## src/rtl/mmio_io_hub_pkg.sv

```systemverilog
// Shared constants and helpers for the memory-mapped I/O hub.
//   - Register word offsets within the 256-byte window.
//   - bus_format (funct3) width codes.
//   - seg_decode: 4-bit value to active-low 7-segment glyph (bit 0 = segment a).
//   - Byte-lane helpers shared by the write and read paths.
package mmio_io_pkg;

  localparam logic [7:0] OFF_LED      = 8'h00;
  localparam logic [7:0] OFF_SW       = 8'h04;
  localparam logic [7:0] OFF_KEY      = 8'h08;
  localparam logic [7:0] OFF_EDGE     = 8'h0C;
  localparam logic [7:0] OFF_MASK     = 8'h10;
  localparam logic [7:0] OFF_HEXCTL   = 8'h14;
  localparam logic [7:0] OFF_HEXVAL   = 8'h18;
  localparam logic [7:0] OFF_RAW_BASE = 8'h40;

  localparam logic [2:0] FMT_B  = 3'b000;
  localparam logic [2:0] FMT_H  = 3'b001;
  localparam logic [2:0] FMT_W  = 3'b010;
  localparam logic [2:0] FMT_BU = 3'b100;
  localparam logic [2:0] FMT_HU = 3'b101;

  function automatic logic [6:0] seg_decode(input logic [3:0] value);
    logic [6:0] seg;
    unique case (value)
      4'h0: seg = 7'h40;
      4'h1: seg = 7'h79;
      4'h2: seg = 7'h24;
      4'h3: seg = 7'h30;
      4'h4: seg = 7'h19;
      4'h5: seg = 7'h12;
      4'h6: seg = 7'h02;
      4'h7: seg = 7'h78;
      4'h8: seg = 7'h00;
      4'h9: seg = 7'h10;
      4'hA: seg = 7'h08;
      4'hB: seg = 7'h03;
      4'hC: seg = 7'h46;
      4'hD: seg = 7'h21;
      4'hE: seg = 7'h06;
      4'hF: seg = 7'h0E;
    endcase
    return seg;
  endfunction

  // Size code is format[1:0]; the sign bit (format[2]) only matters for loads.
  function automatic logic [3:0] byte_enables(input logic [1:0] size, input logic [1:0] lane);
    logic [3:0] be;
    case (size)
      2'b00:   be = 4'b0001 << lane;
      2'b01:   be = lane[1] ? 4'b1100 : 4'b0011;
      default: be = 4'b1111;
    endcase
    return be;
  endfunction

  function automatic logic [31:0] merge_lanes(input logic [31:0] old, input logic [31:0] data,
                                              input logic [31:0] mask);
    return (old & ~mask) | (data & mask);
  endfunction

endpackage

```

## src/rtl/mmio_io_hub_if.sv

```systemverilog
// Core data-bus view of the I/O hub.
//   master: drives address, write_data, format, read/write strobes.
//   slave : returns registered data_fetched and hit.
interface mmio_io_hub_if;
  logic [31:0] address;
  logic [31:0] write_data;
  logic [2:0]  format;
  logic        read_enable;
  logic        write_enable;
  logic [31:0] data_fetched;
  logic        hit;

  modport master (
    output address, write_data, format, read_enable, write_enable,
    input  data_fetched, hit
  );

  modport slave (
    input  address, write_data, format, read_enable, write_enable,
    output data_fetched, hit
  );
endinterface

```

## src/rtl/mmio_io_hub_key_debouncer.sv

```systemverilog
// One push-button channel: 2-flop synchroniser, stability counter and debounced level.
//   clock, reset : single clock, synchronous active-low reset
//   key_n_i      : raw asynchronous active-low button
//   level_o      : debounced pressed level (1 = pressed)
//   rise_o       : high in the cycle whose edge will set level_o (press accepted)
module key_debouncer #(
  parameter int unsigned DEBOUNCE_CYCLES = 50000
) (
  input  logic clock,
  input  logic reset,
  input  logic key_n_i,
  output logic level_o,
  output logic rise_o
);

  localparam int unsigned CntW = $clog2(DEBOUNCE_CYCLES);
  localparam logic [CntW-1:0] CntMax = CntW'(DEBOUNCE_CYCLES - 1);

  logic            meta_q, sync_q;
  logic            level_q, level_d;
  logic [CntW-1:0] cnt_q, cnt_d;

  // Counter holds the number of consecutive samples that disagreed with the level;
  // the level flips on the DEBOUNCE_CYCLES-th such sample.
  always_comb begin
    level_d = level_q;
    cnt_d   = cnt_q;
    if (sync_q == level_q) begin
      cnt_d = '0;
    end else if (cnt_q == CntMax) begin
      level_d = ~level_q;
      cnt_d   = '0;
    end else begin
      cnt_d = cnt_q + CntW'(1);
    end
  end

  always_ff @(posedge clock) begin
    if (!reset) begin
      meta_q  <= 1'b0;
      sync_q  <= 1'b0;
      level_q <= 1'b0;
      cnt_q   <= '0;
    end else begin
      meta_q  <= ~key_n_i;
      sync_q  <= meta_q;
      level_q <= level_d;
      cnt_q   <= cnt_d;
    end
  end

  assign level_o = level_q;
  assign rise_o  = level_d & ~level_q;

endmodule

```

## src/rtl/mmio_io_hub.sv

```systemverilog
// Register-mapped LED / switch / key / 7-segment peripheral on the core data bus.
//   clock, reset  : single clock, synchronous active-low reset
//   bus           : slave side of the data bus (address, store data, format, strobes,
//                   registered load data and hit)
//   switches      : raw switch inputs, synchronised here
//   keys_n        : raw active-low buttons, debounced per key
//   leds          : LED drive
//   hex_segments  : digit i at [7i+6:7i], active-low
//   irq           : level interrupt, |(EDGE & MASK)
module mmio_io_hub
  import mmio_io_pkg::*;
#(
  parameter logic [31:0] BASE_ADDR       = 32'hFF20_0000,
  parameter int unsigned NUM_LEDS        = 10,
  parameter int unsigned NUM_SWITCHES    = 8,
  parameter int unsigned NUM_KEYS        = 4,
  parameter int unsigned NUM_HEX         = 6,
  parameter int unsigned DEBOUNCE_CYCLES = 50000
) (
  input  logic                    clock,
  input  logic                    reset,
  mmio_io_hub_if.slave            bus,
  input  logic [NUM_SWITCHES-1:0] switches,
  input  logic [NUM_KEYS-1:0]     keys_n,
  output logic [NUM_LEDS-1:0]     leds,
  output logic [7*NUM_HEX-1:0]    hex_segments,
  output logic                    irq
);

  localparam int unsigned HexW = 4 * NUM_HEX;

  logic                    hit, wr;
  logic [7:0]              word_off;
  logic [1:0]              lane;
  logic [3:0]              be;
  logic [31:0]             lane_mask, wdata_rep, rd_word, shifted, rd_ext;
  logic [4:0]              shamt;

  logic [NUM_LEDS-1:0]     led_q, led_d;
  logic [NUM_KEYS-1:0]     mask_q, mask_d, edge_q, edge_d, edge_clr;
  logic                    hexctl_q, hexctl_d;
  logic [HexW-1:0]         hexval_q, hexval_d;
  logic [6:0]              raw_q [NUM_HEX];
  logic [6:0]              raw_d [NUM_HEX];
  logic [NUM_SWITCHES-1:0] sw_meta_q, sw_sync_q;
  logic [NUM_KEYS-1:0]     key_level, key_rise;
  logic [31:0]             rd_data_q, rd_data_d;
  logic                    rd_hit_q, rd_hit_d;

  assign hit      = bus.address[31:8] == BASE_ADDR[31:8];
  assign word_off = {bus.address[7:2], 2'b00};
  assign lane     = bus.address[1:0];
  assign be       = byte_enables(bus.format[1:0], lane);
  assign wr       = bus.write_enable & hit;

  for (genvar k = 0; k < NUM_KEYS; k++) begin : g_key
    key_debouncer #(
      .DEBOUNCE_CYCLES(DEBOUNCE_CYCLES)
    ) u_debouncer (
      .clock  (clock),
      .reset  (reset),
      .key_n_i(keys_n[k]),
      .level_o(key_level[k]),
      .rise_o (key_rise[k])
    );
  end

  // Store data is replicated across lanes so each enabled lane sees its own byte.
  always_comb begin
    for (int b = 0; b < 4; b++) lane_mask[8*b +: 8] = {8{be[b]}};
    case (bus.format[1:0])
      2'b00:   wdata_rep = {4{bus.write_data[7:0]}};
      2'b01:   wdata_rep = {2{bus.write_data[15:0]}};
      default: wdata_rep = bus.write_data;
    endcase
  end

  // Register writes
  always_comb begin
    led_d    = led_q;
    mask_d   = mask_q;
    hexctl_d = hexctl_q;
    hexval_d = hexval_q;
    raw_d    = raw_q;
    edge_clr = '0;
    if (wr) begin
      case (word_off)
        OFF_LED:    led_d    = NUM_LEDS'(merge_lanes(32'(led_q), wdata_rep, lane_mask));
        OFF_EDGE:   edge_clr = NUM_KEYS'(wdata_rep & lane_mask);
        OFF_MASK:   mask_d   = NUM_KEYS'(merge_lanes(32'(mask_q), wdata_rep, lane_mask));
        OFF_HEXCTL: hexctl_d = merge_lanes({31'b0, hexctl_q}, wdata_rep, lane_mask) & 32'h1;
        OFF_HEXVAL: hexval_d = HexW'(merge_lanes(32'(hexval_q), wdata_rep, lane_mask));
        default: begin
          for (int i = 0; i < NUM_HEX; i++) begin
            if (word_off == OFF_RAW_BASE + 8'(4 * i)) begin
              raw_d[i] = 7'(merge_lanes(32'(raw_q[i]), wdata_rep, lane_mask));
            end
          end
        end
      endcase
    end
    // A press accepted in the same cycle as its W1C still leaves the bit set.
    edge_d = (edge_q & ~edge_clr) | key_rise;
  end

  // Register reads, taken from current state so a same-cycle write is not visible
  always_comb begin
    rd_word = '0;
    case (word_off)
      OFF_LED:    rd_word = 32'(led_q);
      OFF_SW:     rd_word = 32'(sw_sync_q);
      OFF_KEY:    rd_word = 32'(key_level);
      OFF_EDGE:   rd_word = 32'(edge_q);
      OFF_MASK:   rd_word = 32'(mask_q);
      OFF_HEXCTL: rd_word = {31'b0, hexctl_q};
      OFF_HEXVAL: rd_word = 32'(hexval_q);
      default: begin
        for (int i = 0; i < NUM_HEX; i++) begin
          if (word_off == OFF_RAW_BASE + 8'(4 * i)) rd_word = 32'(raw_q[i]);
        end
      end
    endcase

    shamt   = (bus.format[1:0] == 2'b01) ? {lane[1], 4'b0000} : {lane, 3'b000};
    shifted = rd_word >> shamt;
    case (bus.format)
      FMT_B:   rd_ext = {{24{shifted[7]}}, shifted[7:0]};
      FMT_BU:  rd_ext = {24'b0, shifted[7:0]};
      FMT_H:   rd_ext = {{16{shifted[15]}}, shifted[15:0]};
      FMT_HU:  rd_ext = {16'b0, shifted[15:0]};
      default: rd_ext = rd_word;
    endcase

    rd_data_d = rd_data_q;
    rd_hit_d  = rd_hit_q;
    if (bus.read_enable) begin
      rd_hit_d  = hit;
      rd_data_d = hit ? rd_ext : '0;
    end
  end

  always_ff @(posedge clock) begin
    if (!reset) begin
      led_q     <= '0;
      mask_q    <= '0;
      edge_q    <= '0;
      hexctl_q  <= 1'b1;
      hexval_q  <= '0;
      raw_q     <= '{default: 7'h7F};
      sw_meta_q <= '0;
      sw_sync_q <= '0;
      rd_data_q <= '0;
      rd_hit_q  <= 1'b0;
    end else begin
      led_q     <= led_d;
      mask_q    <= mask_d;
      edge_q    <= edge_d;
      hexctl_q  <= hexctl_d;
      hexval_q  <= hexval_d;
      raw_q     <= raw_d;
      sw_meta_q <= switches;
      sw_sync_q <= sw_meta_q;
      rd_data_q <= rd_data_d;
      rd_hit_q  <= rd_hit_d;
    end
  end

  always_comb begin
    for (int i = 0; i < NUM_HEX; i++) begin
      hex_segments[7*i +: 7] = hexctl_q ? raw_q[i] : seg_decode(hexval_q[4*i +: 4]);
    end
  end

  assign leds             = led_q;
  assign irq              = |(edge_q & mask_q);
  assign bus.data_fetched = rd_data_q;
  assign bus.hit          = rd_hit_q;

endmodule

```

## src/flat_wrapper.sv

```systemverilog
// flat-port wrapper written by rule: the top's interface ports become plain ports
module mmio_io_hub_flat import mmio_io_pkg::*;
#(
  parameter logic [31:0] BASE_ADDR       = 32'hFF20_0000,
  parameter int unsigned NUM_LEDS        = 10,
  parameter int unsigned NUM_SWITCHES    = 8,
  parameter int unsigned NUM_KEYS        = 4,
  parameter int unsigned NUM_HEX         = 6,
  parameter int unsigned DEBOUNCE_CYCLES = 50000
)
  (clock, reset, switches, keys_n, leds, hex_segments, irq, bus_address, bus_write_data, bus_format, bus_read_enable, bus_write_enable, bus_data_fetched, bus_hit);
  mmio_io_hub_if bus_i ();
  input  logic clock;
  input  logic reset;
  input  logic [NUM_SWITCHES-1:0] switches;
  input  logic [NUM_KEYS-1:0] keys_n;
  output logic [NUM_LEDS-1:0] leds;
  output logic [7*NUM_HEX-1:0] hex_segments;
  output logic irq;
  input wire logic [$bits(bus_i.address)-1:0] bus_address;
  input wire logic [$bits(bus_i.write_data)-1:0] bus_write_data;
  input wire logic [$bits(bus_i.format)-1:0] bus_format;
  input wire logic [$bits(bus_i.read_enable)-1:0] bus_read_enable;
  input wire logic [$bits(bus_i.write_enable)-1:0] bus_write_enable;
  output wire logic [$bits(bus_i.data_fetched)-1:0] bus_data_fetched;
  output wire logic [$bits(bus_i.hit)-1:0] bus_hit;
  assign bus_i.address = bus_address;
  assign bus_i.write_data = bus_write_data;
  assign bus_i.format = bus_format;
  assign bus_i.read_enable = bus_read_enable;
  assign bus_i.write_enable = bus_write_enable;
  assign bus_data_fetched = bus_i.data_fetched;
  assign bus_hit = bus_i.hit;
  mmio_io_hub #(.BASE_ADDR(BASE_ADDR), .NUM_LEDS(NUM_LEDS), .NUM_SWITCHES(NUM_SWITCHES), .NUM_KEYS(NUM_KEYS), .NUM_HEX(NUM_HEX), .DEBOUNCE_CYCLES(DEBOUNCE_CYCLES)) u_core (.clock(clock), .reset(reset), .bus(bus_i), .switches(switches), .keys_n(keys_n), .leds(leds), .hex_segments(hex_segments), .irq(irq));
endmodule
```

## config.mk

```make
export PLATFORM = sky130hd
export DESIGN_NAME = mmio_io_hub_flat
export DESIGN_NICKNAME = d
export VERILOG_FILES = /design/src/rtl/mmio_io_hub_pkg.sv /design/src/rtl/mmio_io_hub_if.sv /design/src/rtl/mmio_io_hub_key_debouncer.sv /design/src/rtl/mmio_io_hub.sv /design/src/flat_wrapper.sv
export SDC_FILE = /design/constraint.sdc
export NUM_CORES = 1
export LEC_CHECK = 0
export CORE_AREA = 2 2 170 172
export CTS_BUF_LIST = sky130_fd_sc_hd__clkbuf_4 sky130_fd_sc_hd__clkbuf_8
export CTS_CLUSTER_SIZE = 10
export DETAILED_ROUTE_END_ITERATION = 8
export DIE_AREA = 0 0 172 174
export GPL_ROUTABILITY_DRIVEN = 1
export GPL_TIMING_DRIVEN = 0
export PLACE_DENSITY = 0.67
export SLEW_MARGIN = 10
export SYNTH_ARGS = -nofsm -noshare
export SYNTH_HDL_FRONTEND = slang
export SYNTH_SLANG_ARGS = --single-unit
```

## constraint.sdc

```tcl
create_clock -name clock -period 8 [get_ports clock]
set_input_delay 0.8 -clock clock [delete_from_list [all_inputs] [get_ports clock]]
set_output_delay 0.8 -clock clock [all_outputs]
set_load 0.02 [all_outputs]
```

==> results_dict.tcl, run 1 <==
set metrics [dict create \
    synthFlopType "dfxtp_1" \
    clkTransAtPathRegs_ps 60 \
    drive_above_1_share_pct 11.0 \
    fin_ws_ps 3310 \
    crit_fanout 10 \
    grt_pass1_vias 10700 \
    clock_skew_ps 20.6 \
    route.detailed.wl_per_inst_um 19.9 \
    p_per_area_mw_per_mm2 171 \
    post-route-period-util_pct 58.7 \
    die_h_um 174 \
    layout_commonest_cell "dfxtp_1" \
    min_to "u_core.sw_sync_q[6]$_SDFF_PN0_" \
    peakVddDrop_mv 0.146 \
    cts_root_buffer "clkbuf_8" \
    pre_cts_ws_ps 2760 \
    final_cells 1980 \
    clockBufferDepth 3 \
    worstSetupEndpointType "register" \
    nets 1688 \
    final_max_slew_viol_count 0 \
    power_mw 2.64 \
    initial_utilization_pct 44.0 \
    fin_setup_tns_ps 0 \
    finalWeightedCongestion 1.01 \
    worstReg2RegEnd "u_core.bus.data_fetched[21]$_SDFFE_PN0P_" \
    io_pins 169 \
    drc 0 \
    rrSetupSlack_ps 5380 \
    layout_common_cells "dfxtp_1, clkdlybuf4s50_1, nor2_1" \
    status "complete, no violations" \
    syn_area_mm2 0.0124 \
    drv_cap 0 \
    slowest_stage "nor4b_1" \
    htreeDepth 2 \
    hpwl_mm 29.4 \
    cts-buffers-inserted 43 \
    die_w_um 172 \
    fmax_mhz 213 \
    gr-total-overflow 0 \
    crit_top_cell "clkbuf_1" \
    crit_buf_inv 5 \
    grt_pass1_wl_mm 60.7 \
    vias 10900 \
    fin_util_pct 54.6 \
    tritoncts "built" \
    path_cells "clkdlybuf4s50_1 -> buf_2 -> nor4b_1 -> nand2_1 -> or4_1 -> clkbuf_1 -> clkbuf_1 -> clkbuf_1 -> a21oi_1 -> nor2_1 -> ha_1 -> a21oi_1 -> o211ai_1 -> nand3_1 -> a22o_1" \
    cts.repair.resized 0 \
    grt_use_total_pct 26.1 \
    cpPeakStageDelay_ps 790 \
    yosysUniqueCellTypes 80 \
    tightest_slew_ps 1170 \
    p_leak_nw 5.94 \
    numPlacedInstances 1904 \
    rows 62 \
    finalHoldViolations 0 \
    ys.warnings.count 0 \
    worstSetupPathType "input pin to register" \
    r2r-start "u_core.sw_sync_q[7]$_SDFF_PN0_" \
    routed_wl_mm 39.3 \
    placed_area_mm2 0.0144 \
    drt_first_pass_iters 5 \
    synth-edff-count 0 \
    holdPathStages 1 \
    viasPerCell 5.52 \
    rr_worst_depth 5 \
    drtIter0Drc 1048 \
    clock_latency_ps 560 \
    antenna_cells 0 \
    postRouteAntennaNets 0 \
    cts_num_sinks 245 \
    period_needed_ps 4690 \
    synth_cells 1365 \
    grt_max_degree 12 \
    critPathRequiredTime_ps 8430 \
    avgSynthCellArea_um2 9.10 \
    antenna_found_initial 0 \
    cp.arrival_ps 5120 \
    core_area_mm2 0.0282 \
    ys_ff_latch 245 \
    ys_async_sr_fraction_pct 0 \
    syn_to_final_growth_pct 24.2 \
    synth_nets 1488 \
    synth-seq-area-share_pct 39.5 \
    worstHoldStart "u_core.sw_meta_q[6]$_SDFF_PN0_" \
    stdcell_area_mm2 0.0154 \
    io_buffer_count 155 \
    design.die.area_mm2 0.0299 \
    start_kind "input pin" \
    ctsHoldBuffers 0 \
    hold_slack_ps 421 \
    cp_top_family "simple AND/OR/NAND/NOR gates" \
    rsz0062_at_grt "no" \
    post-cts-setup-buffers 0 \
    slew_headroom_pct 20.7 \
    hold_class "register to register" \
    finalSetupViolCount 0 \
]
==> per-layer routing <==
metal | GRT usage (%) | up-vias | wire, um
li1 | - | 5258 | -
met1 | 35.8 | 5205 | 17400
met2 | 41.5 | 387 | 18100
met3 | 4.14 | 77 | 2580
met4 | 9.49 | 0 | 1230
met5 | 0 | - | 0
==> worst reg2reg max path, stage by stage (launching register included) <==
cell,delay (ps)
dfxtp_1,330
and3_1,170
a221o_1,310
o311ai_1,990
a211oi_2,370
a221o_1,340
==> logic make-up after synthesis <==
kind of cell | count (synthesis) | share of synthesized area (%)
AND/OR/NAND/NOR | 520 | 20.5
buffers and inverters | 131 | 4.48
multiplexers | 180 | 16.3
XOR/XNOR | 62 | 4.37
flip-flops | 245 | 39.5
adder cells (fa/ha/maj) | 40 | 4.03
AO/OA/AOI/OAI | 187 | 10.8
==> report_power, final <==
group          internal (mW)  total [mW]  leakage [nW]  switching, mW
clock                  0.739        1.26         0.503          0.518
sequential              1.23        1.23          1.98        0.00307
combinational         0.0591       0.151          3.45         0.0917
==> Yosys cell counts, types with 13 or more instances <==
library cell | instances | area [um^2]
or3_1 | 16 | 100
nor3_1 | 25 | 125
xor2_1 | 30 | 263
a22oi_1 | 17 | 128
o22ai_1 | 16 | 100
nor2_1 | 139 | 522
nand2b_1 | 13 | 81.3
o21ai_0 | 31 | 155
and2_1 | 26 | 163
ha_1 | 40 | 500
inv_1 | 47 | 176
dfxtp_1 | 245 | 4900
xnor2_1 | 32 | 280
mux2i_1 | 108 | 1080
mux2_2 | 59 | 664
nand2_1 | 133 | 499
nand4_1 | 17 | 106
nand3_1 | 71 | 355
and3_1 | 19 | 119
clkbuf_1 | 56 | 210
a21oi_1 | 26 | 130
==> worst max path at each step <==
stage / from / to / depth (start not counted)
6_report: bus_address[4] / register / 15
5_1_grt: bus_address[4] / register / 13
4_1_cts: bus_address[4] / register / 15
3_5_place_dp: bus_address[4] / register / 15
3_3_place_gp: bus_address[4] / register / 15
2_1_floorplan: bus_address[4] / register / 14
==> final cells by class <==
| class | count | area [um^2] |
|---|---|---|
| flip-flops and latches | 245 | 4900 |
| plain buffers | 82 | 360 |
| clock buffers | 69 | 893 |
| well taps | 384 | 480 |
| repair buffers | 155 | 1550 |
| inverters | 49 | 196 |
| fillers | 2635 | 12800 |
| clock inverters | 7 | 68.8 |
| multi-input cells | 989 | 6960 |
(Power assumes the default switching activity.)
==> run 2: changes to the inputs <==
==> constraint.sdc (replaced) <==
create_clock -name clock -period 4.6 [get_ports clock]
set_input_delay 0.46 -clock clock [delete_from_list [all_inputs] [get_ports clock]]
set_output_delay 0.46 -clock clock [all_outputs]
set_load 0.02 [all_outputs]
==> results of run 2 <==
The final DEF is identical to that of run 1. Status: complete, no violations.
Among the figures that moved: setup slack after placement 2760 ps -> -298 ps; setup slack after layout 3310 ps -> 246 ps; hold slack 421 ps -> 242 ps; register-to-register setup slack 5380 ps -> 1980 ps; end point of the worst hold path u_core.sw_sync_q[6]$_SDFF_PN0_ -> u_core.bus.data_fetched[0]$_SDFFE_PN0P_; total power 2.64 mW -> 4.59 mW; worst IR drop on VDD 0.146 mV -> 0.254 mV
==> run 3: changes to the inputs <==
==> constraint.sdc (replaced) <==
create_clock -name clock -period 5.4 [get_ports clock]
set_input_delay 1.62 -clock clock [delete_from_list [all_inputs] [get_ports clock]]
set_output_delay 1.62 -clock clock [all_outputs]
set_load 0.02 [all_outputs]
==> results_dict.tcl, run 3 (synthesized netlist as in run 1, its figures left out) <==
set metrics [dict create \
    syn_to_final_growth_pct 24.3 \
    final_max_slew_viol_count 0 \
    tightest_slew_ps 1160 \
    fmax_mhz 191 \
    rr_worst_depth 5 \
    nets 1688 \
    pre_cts_ws_ps -658 \
    slew_headroom_pct 21.9 \
    clkTransAtPathRegs_ps 60 \
    core_area_mm2 0.0282 \
    worstSetupPathType "input pin to register" \
    cts-buffers-inserted 43 \
    path_cells "clkdlybuf4s50_1 -> buf_2 -> nor4b_2 -> nand2_1 -> or4_1 -> clkbuf_1 -> clkbuf_1 -> clkbuf_1 -> a21oi_1 -> nor2_1 -> ha_1 -> a21oi_1 -> o211ai_1 -> nand3_1 -> a22o_1" \
    drv_cap 0 \
    peakVddDrop_mv 0.216 \
    htreeDepth 2 \
    hpwl_mm 29.4 \
    p_per_area_mw_per_mm2 254 \
    drc 0 \
    p_leak_nw 5.94 \
    worstSetupEndpointType "register" \
    cts_root_buffer "clkbuf_8" \
    rows 62 \
    start_kind "input pin" \
    antenna_found_initial 0 \
    status "complete, no violations" \
    clock_latency_ps 560 \
    slowest_stage "nor4b_2" \
    viasPerCell 5.51 \
    post-cts-setup-buffers 0 \
    finalSetupViolCount 0 \
    io_pins 169 \
    finalWeightedCongestion 1.01 \
    tritoncts "built" \
    die_h_um 174 \
    post-route-period-util_pct 97.0 \
    layout_common_cells "dfxtp_1, clkdlybuf4s50_1, nor2_1" \
    routed_wl_mm 39.4 \
    fin_util_pct 54.7 \
    gr-total-overflow 0 \
    cp.arrival_ps 5670 \
    grt_pass1_vias 10800 \
    grt_pass1_wl_mm 60.7 \
    layout_commonest_cell "dfxtp_1" \
    design.die.area_mm2 0.0299 \
    rsz0062_at_grt "no" \
    die_w_um 172 \
    fin_ws_ps 164 \
    crit_top_cell "clkbuf_1" \
    route.detailed.wl_per_inst_um 19.9 \
    drt_first_pass_iters 6 \
    hold_class "register to register" \
    grt_use_total_pct 26.1 \
    crit_fanout 10 \
    cpPeakStageDelay_ps 540 \
    period_needed_ps 5240 \
    postRouteAntennaNets 0 \
    io_buffer_count 155 \
    critPathRequiredTime_ps 5830 \
    clock_skew_ps 19.2 \
    finalHoldViolations 0 \
    holdPathStages 1 \
    drive_above_1_share_pct 11.2 \
    cts_num_sinks 245 \
    vias 10900 \
    clockBufferDepth 3 \
    grt_max_degree 12 \
    drtIter0Drc 1021 \
    initial_utilization_pct 44.0 \
    antenna_cells 0 \
]
==> run 3: cell counts in the layout (fill, tap and decap cells not counted) <==
Identical to the previous run, type by type.
==> run 3: final timing paths <==
check | start | endpoint | slack, ps
hold reg to reg | u_core.sw_meta_q[6]$_SDFF_PN0_ | u_core.sw_sync_q[6]$_SDFF_PN0_ | 420
setup / recovery | bus_address[4] | register | 160
hold / removal | u_core.sw_meta_q[6]$_SDFF_PN0_ | u_core.sw_sync_q[6]$_SDFF_PN0_ | 420
setup reg to reg | u_core.sw_sync_q[7]$_SDFF_PN0_ | u_core.bus.data_fetched[21]$_SDFFE_PN0P_ | 2840
==> run 3: layer usage <==
layer  routed length [um]  global-route usage, %  up-vias
li1                     -                      -     5251
met1                17300                   35.8     5167
met2                18100                   41.3      412
met3                 2590                   4.14       89
met4                 1390                   9.87        0
met5                    0                      0        -
==> run 3: layout make-up <==
class	instances	area, um^2
well taps	384	480
clock buffers	69	893
clock inverters	7	68.8
multi-input cells	989	6980
fillers	2636	12800
inverters	49	196
flip-flops and latches	245	4900
repair buffers	155	1550
plain buffers	82	360
==> run 3: critical path: cells and delay by family <==
kind                     cells  cell delay [ps]
adder cells (fa/ha/maj)      1              370
buffers and inverters        5             1580
AO/OA/AOI/OAI                4              730
AND/OR/NAND/NOR              5             1370
==> run 3: through the flow <==
step / std cells / total power [mW] / TNS (ps) / hold slack [ps] / instance area (um^2)
floorplan: 1365 / 1.96 / 0 / 412 / 12400
global placement: 1904 / 2.08 / -9220 / 419 / 14400
detailed placement: 1904 / 2.08 / -9440 / 422 / 14400
CTS: 1980 / 3.94 / 0 / 416 / 15400
global route: 1980 / 4.04 / 0 / 415 / 15400
finish: 1980 / 3.91 / 0 / 422 / 15400
==> run 3: where the power goes <==
| group | internal, mW | leakage (nW) | switching, mW |
|---|---|---|---|
| combinational | 0.0877 | 3.46 | 0.136 |
| sequential | 1.82 | 1.98 | 0.00457 |
| clock | 1.10 | 0.503 | 0.772 |
==> run 3: timing repair <==
action / 4_1_cts / 5_1_grt
setup endpoints to repair: 4 / 4
hold buffers: 0 / 0
resized for setup: 1 / 2
pin swaps: 0 / 0
endpoints found under the hold margin: 0 / 0
